<file path="config.mk">
export PLATFORM = sky130hd
export DESIGN_NAME = booth_mul_seq_flat
export DESIGN_NICKNAME = d
export VERILOG_FILES = /design/src/rtl/booth_mul_pkg.sv /design/src/rtl/booth_mul_if.sv /design/src/rtl/booth_step.sv /design/src/rtl/booth_mul_seq.sv /design/src/flat_wrapper.sv
export SDC_FILE = /design/constraint.sdc
export NUM_CORES = 1
export LEC_CHECK = 0
export ABC_CLOCK_PERIOD_IN_PS = 4300
export CAP_MARGIN = 20
export CORE_MARGIN = 2
export CORE_UTILIZATION = 59
export DETAILED_ROUTE_END_ITERATION = 8
export PLACE_DENSITY = 0.84
export REMOVE_ABC_BUFFERS = 1
export SLEW_MARGIN = 20
export SYNTH_ARGS = -nofsm -noshare
export SYNTH_HDL_FRONTEND = slang
export SYNTH_SLANG_ARGS = --single-unit
</file>
<file path="constraint.sdc">
create_clock -name clk -period 4.3 [get_ports clk]
set_clock_uncertainty 0.15 [all_clocks]
set_input_delay 0.86 -clock clk [delete_from_list [all_inputs] [get_ports clk]]
set_output_delay 0.86 -clock clk [all_outputs]
set_load 0.01 [all_outputs]
</file>
<file path="src/rtl/booth_mul_pkg.sv">
// booth_mul_pkg: shared FSM state type and counter sizing for the sequential Booth multiplier.
package booth_mul_pkg;

    typedef enum logic [1:0] {IDLE, RUN, DONE} state_t;

    // Counter must hold WIDTH itself, not just WIDTH-1.
    function automatic int count_bits(input int width);
        return $clog2(width + 1);
    endfunction

endpackage

</file>
<file path="src/rtl/booth_mul_if.sv">
// booth_mul_if: start/busy/done request bus of the sequential multiplier.
// BOOTH_MUL_ACC_EN adds the addend operand.
interface booth_mul_if #(parameter int WIDTH = 8);

    logic                   start;
    logic                   signed_mode;
    logic [WIDTH-1:0]       multiplicand;
    logic [WIDTH-1:0]       multiplier;
    logic                   busy;
    logic                   done;
    logic [2*WIDTH-1:0]     product;
`ifdef BOOTH_MUL_ACC_EN
    logic [2*WIDTH-1:0]     addend;
`endif

    modport master (
`ifdef BOOTH_MUL_ACC_EN
        output addend,
`endif
        output start, signed_mode, multiplicand, multiplier,
        input  busy, done, product
    );

    modport slave (
`ifdef BOOTH_MUL_ACC_EN
        input  addend,
`endif
        input  start, signed_mode, multiplicand, multiplier,
        output busy, done, product
    );

endinterface

</file>
<file path="src/rtl/booth_step.sv">
// booth_step: one combinational iteration, unsigned shift-add or signed radix-2 Booth.
module booth_step #(parameter int WIDTH = 8) (
    input  logic [WIDTH:0]   a,
    input  logic [WIDTH-1:0] q,
    input  logic             q_1,
    input  logic [WIDTH-1:0] m,
    input  logic             mode,
    output logic [WIDTH:0]   a_next,
    output logic [WIDTH-1:0] q_next,
    output logic             q1_next
);

    logic [WIDTH:0] op;
    logic [WIDTH:0] a_sum;
    logic           add;
    logic           sub;

    // The extra A bit absorbs the carry (unsigned) or the sign of -M for M = -2^(WIDTH-1).
    always_comb begin
        op      = mode ? {m[WIDTH-1], m} : {1'b0, m};
        add     = mode ? (q[0] ^ q_1) : q[0];
        sub     = mode & q[0] & ~q_1;
        a_sum   = add ? (sub ? a - op : a + op) : a;
        a_next  = {mode & a_sum[WIDTH], a_sum[WIDTH:1]};
        q_next  = {a_sum[0], q[WIDTH-1:1]};
        q1_next = q[0];
    end

endmodule

</file>
<file path="src/rtl/booth_mul_seq.sv">
// booth_mul_seq: sequential WIDTH x WIDTH multiplier, one partial product per clock.
// BOOTH_MUL_ACC_EN adds a 2*WIDTH addend folded in on the completion cycle.
module booth_mul_seq
    import booth_mul_pkg::*;
#(
    parameter int WIDTH = 8
) (
    input  logic        clk,
    input  logic        n_rst,
    booth_mul_if.slave  bus
);

    localparam int CW = count_bits(WIDTH);

    state_t             state;
    state_t             state_next;
    logic [WIDTH:0]     a;
    logic [WIDTH:0]     a_next;
    logic [WIDTH-1:0]   q;
    logic [WIDTH-1:0]   q_next;
    logic [WIDTH-1:0]   m;
    logic               q_1;
    logic               q1_next;
    logic               mode;
    logic [CW-1:0]      count;
    logic               accept;
    logic               last;
    logic [2*WIDTH-1:0] result;
`ifdef BOOTH_MUL_ACC_EN
    logic [2*WIDTH-1:0] addend;
`endif

    assign accept = (state != RUN) && bus.start;
    assign last   = (state == RUN) && (count == CW'(1));

`ifdef BOOTH_MUL_ACC_EN
    assign result = {a_next[WIDTH-1:0], q_next} + addend;
`else
    assign result = {a_next[WIDTH-1:0], q_next};
`endif

    booth_step #(.WIDTH(WIDTH)) u_step (
        .a       (a),
        .q       (q),
        .q_1     (q_1),
        .m       (m),
        .mode    (mode),
        .a_next  (a_next),
        .q_next  (q_next),
        .q1_next (q1_next)
    );

    always_ff @(posedge clk or negedge n_rst) begin
        if (!n_rst)
            state <= IDLE;
        else
            state <= state_next;
    end

    always_comb begin
        state_next = state;
        if (accept)
            state_next = RUN;
        else if (state == DONE)
            state_next = IDLE;
        else if (last)
            state_next = DONE;
    end

    always_ff @(posedge clk or negedge n_rst) begin
        if (!n_rst) begin
            bus.busy    <= 1'b0;
            bus.done    <= 1'b0;
            bus.product <= '0;
            a           <= '0;
            q           <= '0;
            m           <= '0;
            q_1         <= 1'b0;
            mode        <= 1'b0;
            count       <= '0;
`ifdef BOOTH_MUL_ACC_EN
            addend      <= '0;
`endif
        end else begin
            bus.busy <= state_next == RUN;
            bus.done <= state_next == DONE;
            if (accept) begin
                a     <= '0;
                q     <= bus.multiplier;
                m     <= bus.multiplicand;
                q_1   <= 1'b0;
                mode  <= bus.signed_mode;
                count <= CW'(WIDTH);
`ifdef BOOTH_MUL_ACC_EN
                addend <= bus.addend;
`endif
            end else if (state == RUN) begin
                a     <= a_next;
                q     <= q_next;
                q_1   <= q1_next;
                count <= count - CW'(1);
                if (last)
                    bus.product <= result;
            end
        end
    end

endmodule

</file>
<file path="src/flat_wrapper.sv">
// flat-port wrapper written by rule: the top's interface ports become plain ports
module booth_mul_seq_flat import booth_mul_pkg::*;
#(
    parameter int WIDTH = 8
)
  (clk, n_rst, bus_start, bus_signed_mode, bus_multiplicand, bus_multiplier, bus_busy, bus_done, bus_product);
  booth_mul_if #(.WIDTH(WIDTH)) bus_i ();
  input  logic clk;
  input  logic n_rst;
  input wire logic [$bits(bus_i.start)-1:0] bus_start;
  input wire logic [$bits(bus_i.signed_mode)-1:0] bus_signed_mode;
  input wire logic [$bits(bus_i.multiplicand)-1:0] bus_multiplicand;
  input wire logic [$bits(bus_i.multiplier)-1:0] bus_multiplier;
  output wire logic [$bits(bus_i.busy)-1:0] bus_busy;
  output wire logic [$bits(bus_i.done)-1:0] bus_done;
  output wire logic [$bits(bus_i.product)-1:0] bus_product;
  assign bus_i.start = bus_start;
  assign bus_i.signed_mode = bus_signed_mode;
  assign bus_i.multiplicand = bus_multiplicand;
  assign bus_i.multiplier = bus_multiplier;
  assign bus_busy = bus_i.busy;
  assign bus_done = bus_i.done;
  assign bus_product = bus_i.product;
  booth_mul_seq #(.WIDTH(WIDTH)) u_core (.clk(clk), .n_rst(n_rst), .bus(bus_i));
endmodule
</file>
# Word level (Yosys, flattened, before mapping)
# Cells that the tools add are included.
[totals]
register_bits = 51
output_inout_bits = 18
[op_classes]
addsub = 3
n_eq_ne = 6
mux = 15
bitwise_logic = 6
n_reduce_logical = 4
[op_table]
columns = ["operator", "count"]
rows = [
  ["9-bit two-way mux", 5],
  ["8-bit two-way mux", 2],
  ["9-bit adder", 1],
  ["9-bit subtractor", 1],
  ["4-bit two-way mux", 2],
  ["2-bit two-way mux", 3],
  ["2-bit by 1-bit equality test with 1-bit output, second input constant", 2],
  ["2-bit equality test, second input constant", 2],
  ["4-bit by 1-bit equality test with 1-bit output, second input constant", 1],
  ["4-bit by 1-bit subtractor with 4-bit output, second input constant", 1],
  ["1-bit bitwise AND", 3],
  ["1-bit two-way mux", 3],
  ["3-bit AND reduction", 1],
  ["1-bit logical AND", 2],
  ["2-bit by 1-bit != test with 1-bit output, second input constant", 1],
  ["1-bit NOT", 2],
  ["2-bit nonzero test", 1],
  ["1-bit bitwise XOR", 1],
]

# Depth between registers and ports, before layout
[depth]
word_depth = 7
mapped_depth = 12
mapped_depth_nobuf = 12

# Hierarchy
# A second synthesis with hierarchy kept.
[hier_totals]
hier_cells = 264
area_unflattened_um2 = 2831.5
[by_module_without_submodules]
columns = ["mod", "instances", "cells_each", "area_per_inst_um2"]
rows = [
  ["booth_mul_seq", 1, 164, 2103.3],
  ["booth_step", 1, 100, 728.2],
]

# Worst setup path after synthesis
# OpenSTA, ideal clock, no wires.
[synth_timing]
path_kind = "register to register"
start = "register u_core.m[0]"
end = "register u_core.a[8]"
setup_ps = 74
t_arrival_ps = 2733
slack_ps = 1342
path_stages_with_launch = 13
path_cell_list = "dfrtp_1 inv_1 ha_1 or3b_2 o31ai_1 xor2_1 ha_1 nand2_1 o21ai_0 a41oi_2 mux2i_4 or3_1 o21ai_2"
[synth_via]
elab_chain_cells = 7
word_cells_on_any_way = 8
classes_between = "add/sub: 2; mux: 5; bitwise: 1"
[synth_rtl]
columns = ["item", "line", "source"]
rows = [
  ["start: declaration", "booth_mul_seq.sv:21", "logic [WIDTH-1:0] m;"],
  ["start signal: assignment", "booth_mul_seq.sv:90", "m <= bus.multiplicand;"],
  ["9-bit two-way mux (*)", "booth_step.sv:20", "op = mode ? {m[WIDTH-1], m} : {1'b0, m};"],
  ["9-bit adder / 9-bit subtractor (equally long branches)", "booth_step.sv:23", "a_sum = add ? (sub ? a - op : a + op) : a;"],
  ["9-bit two-way mux (*) (2 in a row)", "booth_step.sv:23", ""],
  ["1-bit bitwise AND (*)", "booth_step.sv:24", "a_next = {mode & a_sum[WIDTH], a_sum[WIDTH:1]};"],
  ["9-bit two-way mux (*)", "booth_mul_seq.sv:97", "end else if (state == RUN) begin"],
  ["9-bit two-way mux (*)", "booth_mul_seq.sv:87", "if (accept) begin"],
  ["end signal: assignment", "booth_mul_seq.sv:98", "a <= a_next;"],
  ["end: declaration", "booth_mul_seq.sv:17", "logic [WIDTH:0] a;"],
]
# Mark *: on every way between the ends. The rest lies on a longest branch, timed or not. The select of a mux whose other input is x is not followed.
# A chain may end at the register's enable or synchronous reset.

# Final worst setup path
[layout_timing]
start = "register u_core.m[0]"
end = "register u_core.a[7]"
[layout_via]
elab_chain_cells = 6
word_cells_on_any_way = 7
classes_between = "add/sub: 2; mux: 5"
[layout_rtl]
columns = ["item", "line"]
rows = [
  ["9-bit two-way mux (*)", "booth_step.sv:20"],
  ["9-bit adder / 9-bit subtractor (equally long branches)", "booth_step.sv:23"],
  ["9-bit two-way mux (*) (2 in a row)", "booth_step.sv:23"],
  ["9-bit two-way mux (*)", "booth_mul_seq.sv:97"],
  ["9-bit two-way mux (*)", "booth_mul_seq.sv:87"],
]
# Marked as above.

==> summary.txt <==
Synthesis
  – Post-synth top cells: nand2_1 (53), dfrtp_1 (51), o21ai_0 (28)
  – Count leader, synth: nand2_1
  – EDFF count, synth: 0
  – Avg Cell Area, Syn: 9.887 µm²
  – Leading area contributor after synthesis: dfrtp_1
  – Synthesized area: 0.002729 mm²
  – Synth warnings: 0
  – #FFs+latches synth: 51
  – Synth unique cells: 44
  – Main synth FF type: dfrtp_1
  – Register area share after synthesis: 46.77%
  – Synth top area share: 46.77%
  – Top cells by area, synth: dfrtp_1 (47%), nand2_1 (7.3%), o21ai_0 (5.1%), ha_1 (5.0%), mux2_2 (3.7%)
  – Count of mapped cells out of synthesis: 276
  – Fraction of registers with async set/reset: 100.0%

Power
  – Pleak: 1.461 nW
  – Final Power: 3.005 mW
  – Cell area power density: 922.7 mW/mm²
  – Worst VDD drop: 0.5660 mV

Timing
  – Final-report setup violation count: 0
  – Unrepaired setup endpoints after global routing: false
  – Final worst path period need: 3.266 ns
  – Peak Freq: 0.3062 GHz
  – Final Max Slew Viols: 0
  – Part of the cycle the worst path needs: 75.95%
  – Endpoints failing hold: 0
  – Worst-margin pin slew: 0.6570 ns
  – Setup TNS: 0 ns
  – Slew headroom: 56.20%

Final layout
  – Synthesis-to-finish area growth: 19.35%
  – Final cell count without fillers: 367
  – Multi-input logic area: 0.001381 mm²
  – FF/Latch Area: 0.001276 mm²
  – Fraction of layout cells with a size suffix above 1: 11.11%
  – Fillers: 328
  – Ant. Diodes: 0
  – Final #Nets: 346

Clock tree
  – CTS sink count: 51
  – Clk Latency, worst-skew pair: 0.32 ns
  – CTS Buf Count: 5
  – # hold bufs at CTS: 0
  – Post-CTS resize count: 0
  – CTS tree: done
  – Post-CTS Setup Inserts: 0
  – Clock H-tree levels: 2
  – Max clock buf depth: 2
  – Clock root buffer: clkbuf_8
  – CTS clk-pin slew, worst paths: 0.09 ns

Status
  – Status: finished clean

Floorplan
  – Die Width: 72.01 µm
  – I/O pins: 38
  – FP Rows: 24
  – Die height: 72.01 µm
  – CORE AREA: 0.004414 mm²
  – Die Area: 0.005185 mm²
  – Initial Util: 61.82%

Worst setup path
  – CP required: 4.33 ns
  – Largest stage delay, worst path: 0.52 ns
  – Worst-path fanout max: 4
  – Setup slack, reg-to-reg: 1.03 ns
  – Top cell by count, worst path: ha_1
  – Crit-path slowest cell: or3b_2
  – Delay-heaviest family, CP: compound AO/OA/AOI/OAI gates
  – Crit Reg-Reg Startpoint: u_core.m[0]$_DFFE_PN0P_
  – Worst EP arrival: 3.29 ns
  – Crit Path Category: flop to flop
  – CP Launch Type: flop
  – Crit-path cells: inv_1 -> ha_1 -> or3b_2 -> o31ai_1 -> xor2_1 -> ha_1 -> nand2_1 -> o21ai_0 -> a41oi_2 -> mux2i_4 -> xnor2_1 -> o21ai_1
  – CP Buf/Inv Count: 1
  – Critical Path End Type: flop
  – CP Launch Point: u_core.m[0]$_DFFE_PN0P_

Place
  – Hpwl dp: 3944 µm
  – Placer Congestion: 0.8648
  – # placed instances: 358
  – PortBufs: 37

Route
  – WL final: 5490 µm
  – Detailed Routing Iterations Pass 1: 4
  – Vias/cell: 5.613
  – Drt initial violations: 95
  – Routed Antenna Nets: 0
  – Vias: 2060
  – Post-DR wirelength/cell: 14.96 µm
  – Post-route DRC: 0

Global routing
  – Pin count of the biggest net entering global routing: 52
  – Gr ovfl total: 0
  – Initial antenna violation count: 0
  – Number of global-route vias before repair: 2065
  – Gr usage total: 23.36%
  – First-pass GRT wire length: 9501 µm

Job
  – Maxcap violations: 0

Hold path
  – Worst hold path startpoint: u_core.bus.product[9]$_DFFE_PN0P_
  – Hold WC Path Type: flop to flop
worst paths after layout:
path                                                     end  cells after the start
max reg2reg                          u_core.a[7]$_DFFE_PN0P_                     12
min reg2reg                u_core.bus.product[9]$_DFFE_PN0P_                      2
max                                  u_core.a[7]$_DFFE_PN0P_                     12
min in group asynchronous          u_core.state[0]$_DFF_PN0_                      2
max in group asynchronous            u_core.a[1]$_DFFE_PN0P_                      2
min                        u_core.bus.product[9]$_DFFE_PN0P_                      2
stage by stage:
stage	hold slack [ns]	setup WS (ns)	area [µm²]	util (%)
floorplan	0.3029	1.340	2691	-
global placement	0.3064	1.138	3144	71.23
detailed placement	0.3117	1.077	3144	71.23
CTS	0.3377	1.045	3242	73.44
global route	0.3583	0.8571	3257	73.78
finish	0.3326	1.034	3257	73.78
cell usage in the layout (no fill, tap or decap), drive strengths merged, types with 5 or more instances in the layout:
master,synthesis,layout
a21oi,8,8
buf,1,5
clkbuf,9,5
clkdlybuf4s50,0,36
dfrtp,51,51
ha,11,11
inv,9,10
mux2,9,9
mux2i,10,10
nand2,54,54
nand2b,5,5
nand3b,6,6
nor2,12,12
o21ai,40,40
or3,6,6
xnor2,7,7
xor2,7,7
layout make-up:
class                   count  area share, %
clock buffers               5          2.113
clock inverters             3         0.8836
inverters                   9          1.037
multi-input cells         206          42.41
flip-flops and latches     51          39.19
well taps                  52          1.998
repair buffers             41          12.37
worst register-to-register path: stages, from the launching register on:
cell     delay [ns]
dfrtp_1        0.41
inv_1          0.10
ha_1           0.18
or3b_2         0.52
o31ai_1        0.30
xor2_1         0.19
ha_1           0.31
nand2_1        0.09
o21ai_0        0.10
a41oi_2        0.23
mux2i_4        0.29
xnor2_1        0.17
o21ai_1        0.09
cells by family after synthesis:
kind of cell	after synthesis	share of synthesized area (%)
AO/OA/AOI/OAI	64	14.12
XOR/XNOR	14	5.181
adder cells (fa/ha/maj)	12	5.777
buffers and inverters	19	2.613
flip-flops	51	46.77
multiplexers	19	7.841
AND/OR/NAND/NOR	97	17.70
sequential cells by signal (all words and copies together) (netlist names):
signal,flops
u_core.state,2
u_core.bus.done,1
u_core.count,4
u_core.bus.busy,1
u_core.a,9
u_core.mode,1
u_core.q_1,1
u_core.q,8
u_core.bus.product,16
u_core.m,8
routing by layer:
layer / vias up / share of wire, % / track usage [%] / wire length, µm
li1: 1024 / - / - / -
met1: 997 / 45 / 30.81 / 2477
met2: 30 / 50 / 39.20 / 2764
met3: 9 / 2.8 / 4.028 / 151
met4: 0 / 1.8 / 8.176 / 97
met5: - / 0 / 0 / 0
where the power goes:
group	internal [mW]	switching (mW)
Combinational	0.810	0.987
Sequential	0.714	0.196
Clock	0.121	0.177
Total	1.65	1.36
(Power assumes the default switching activity.)
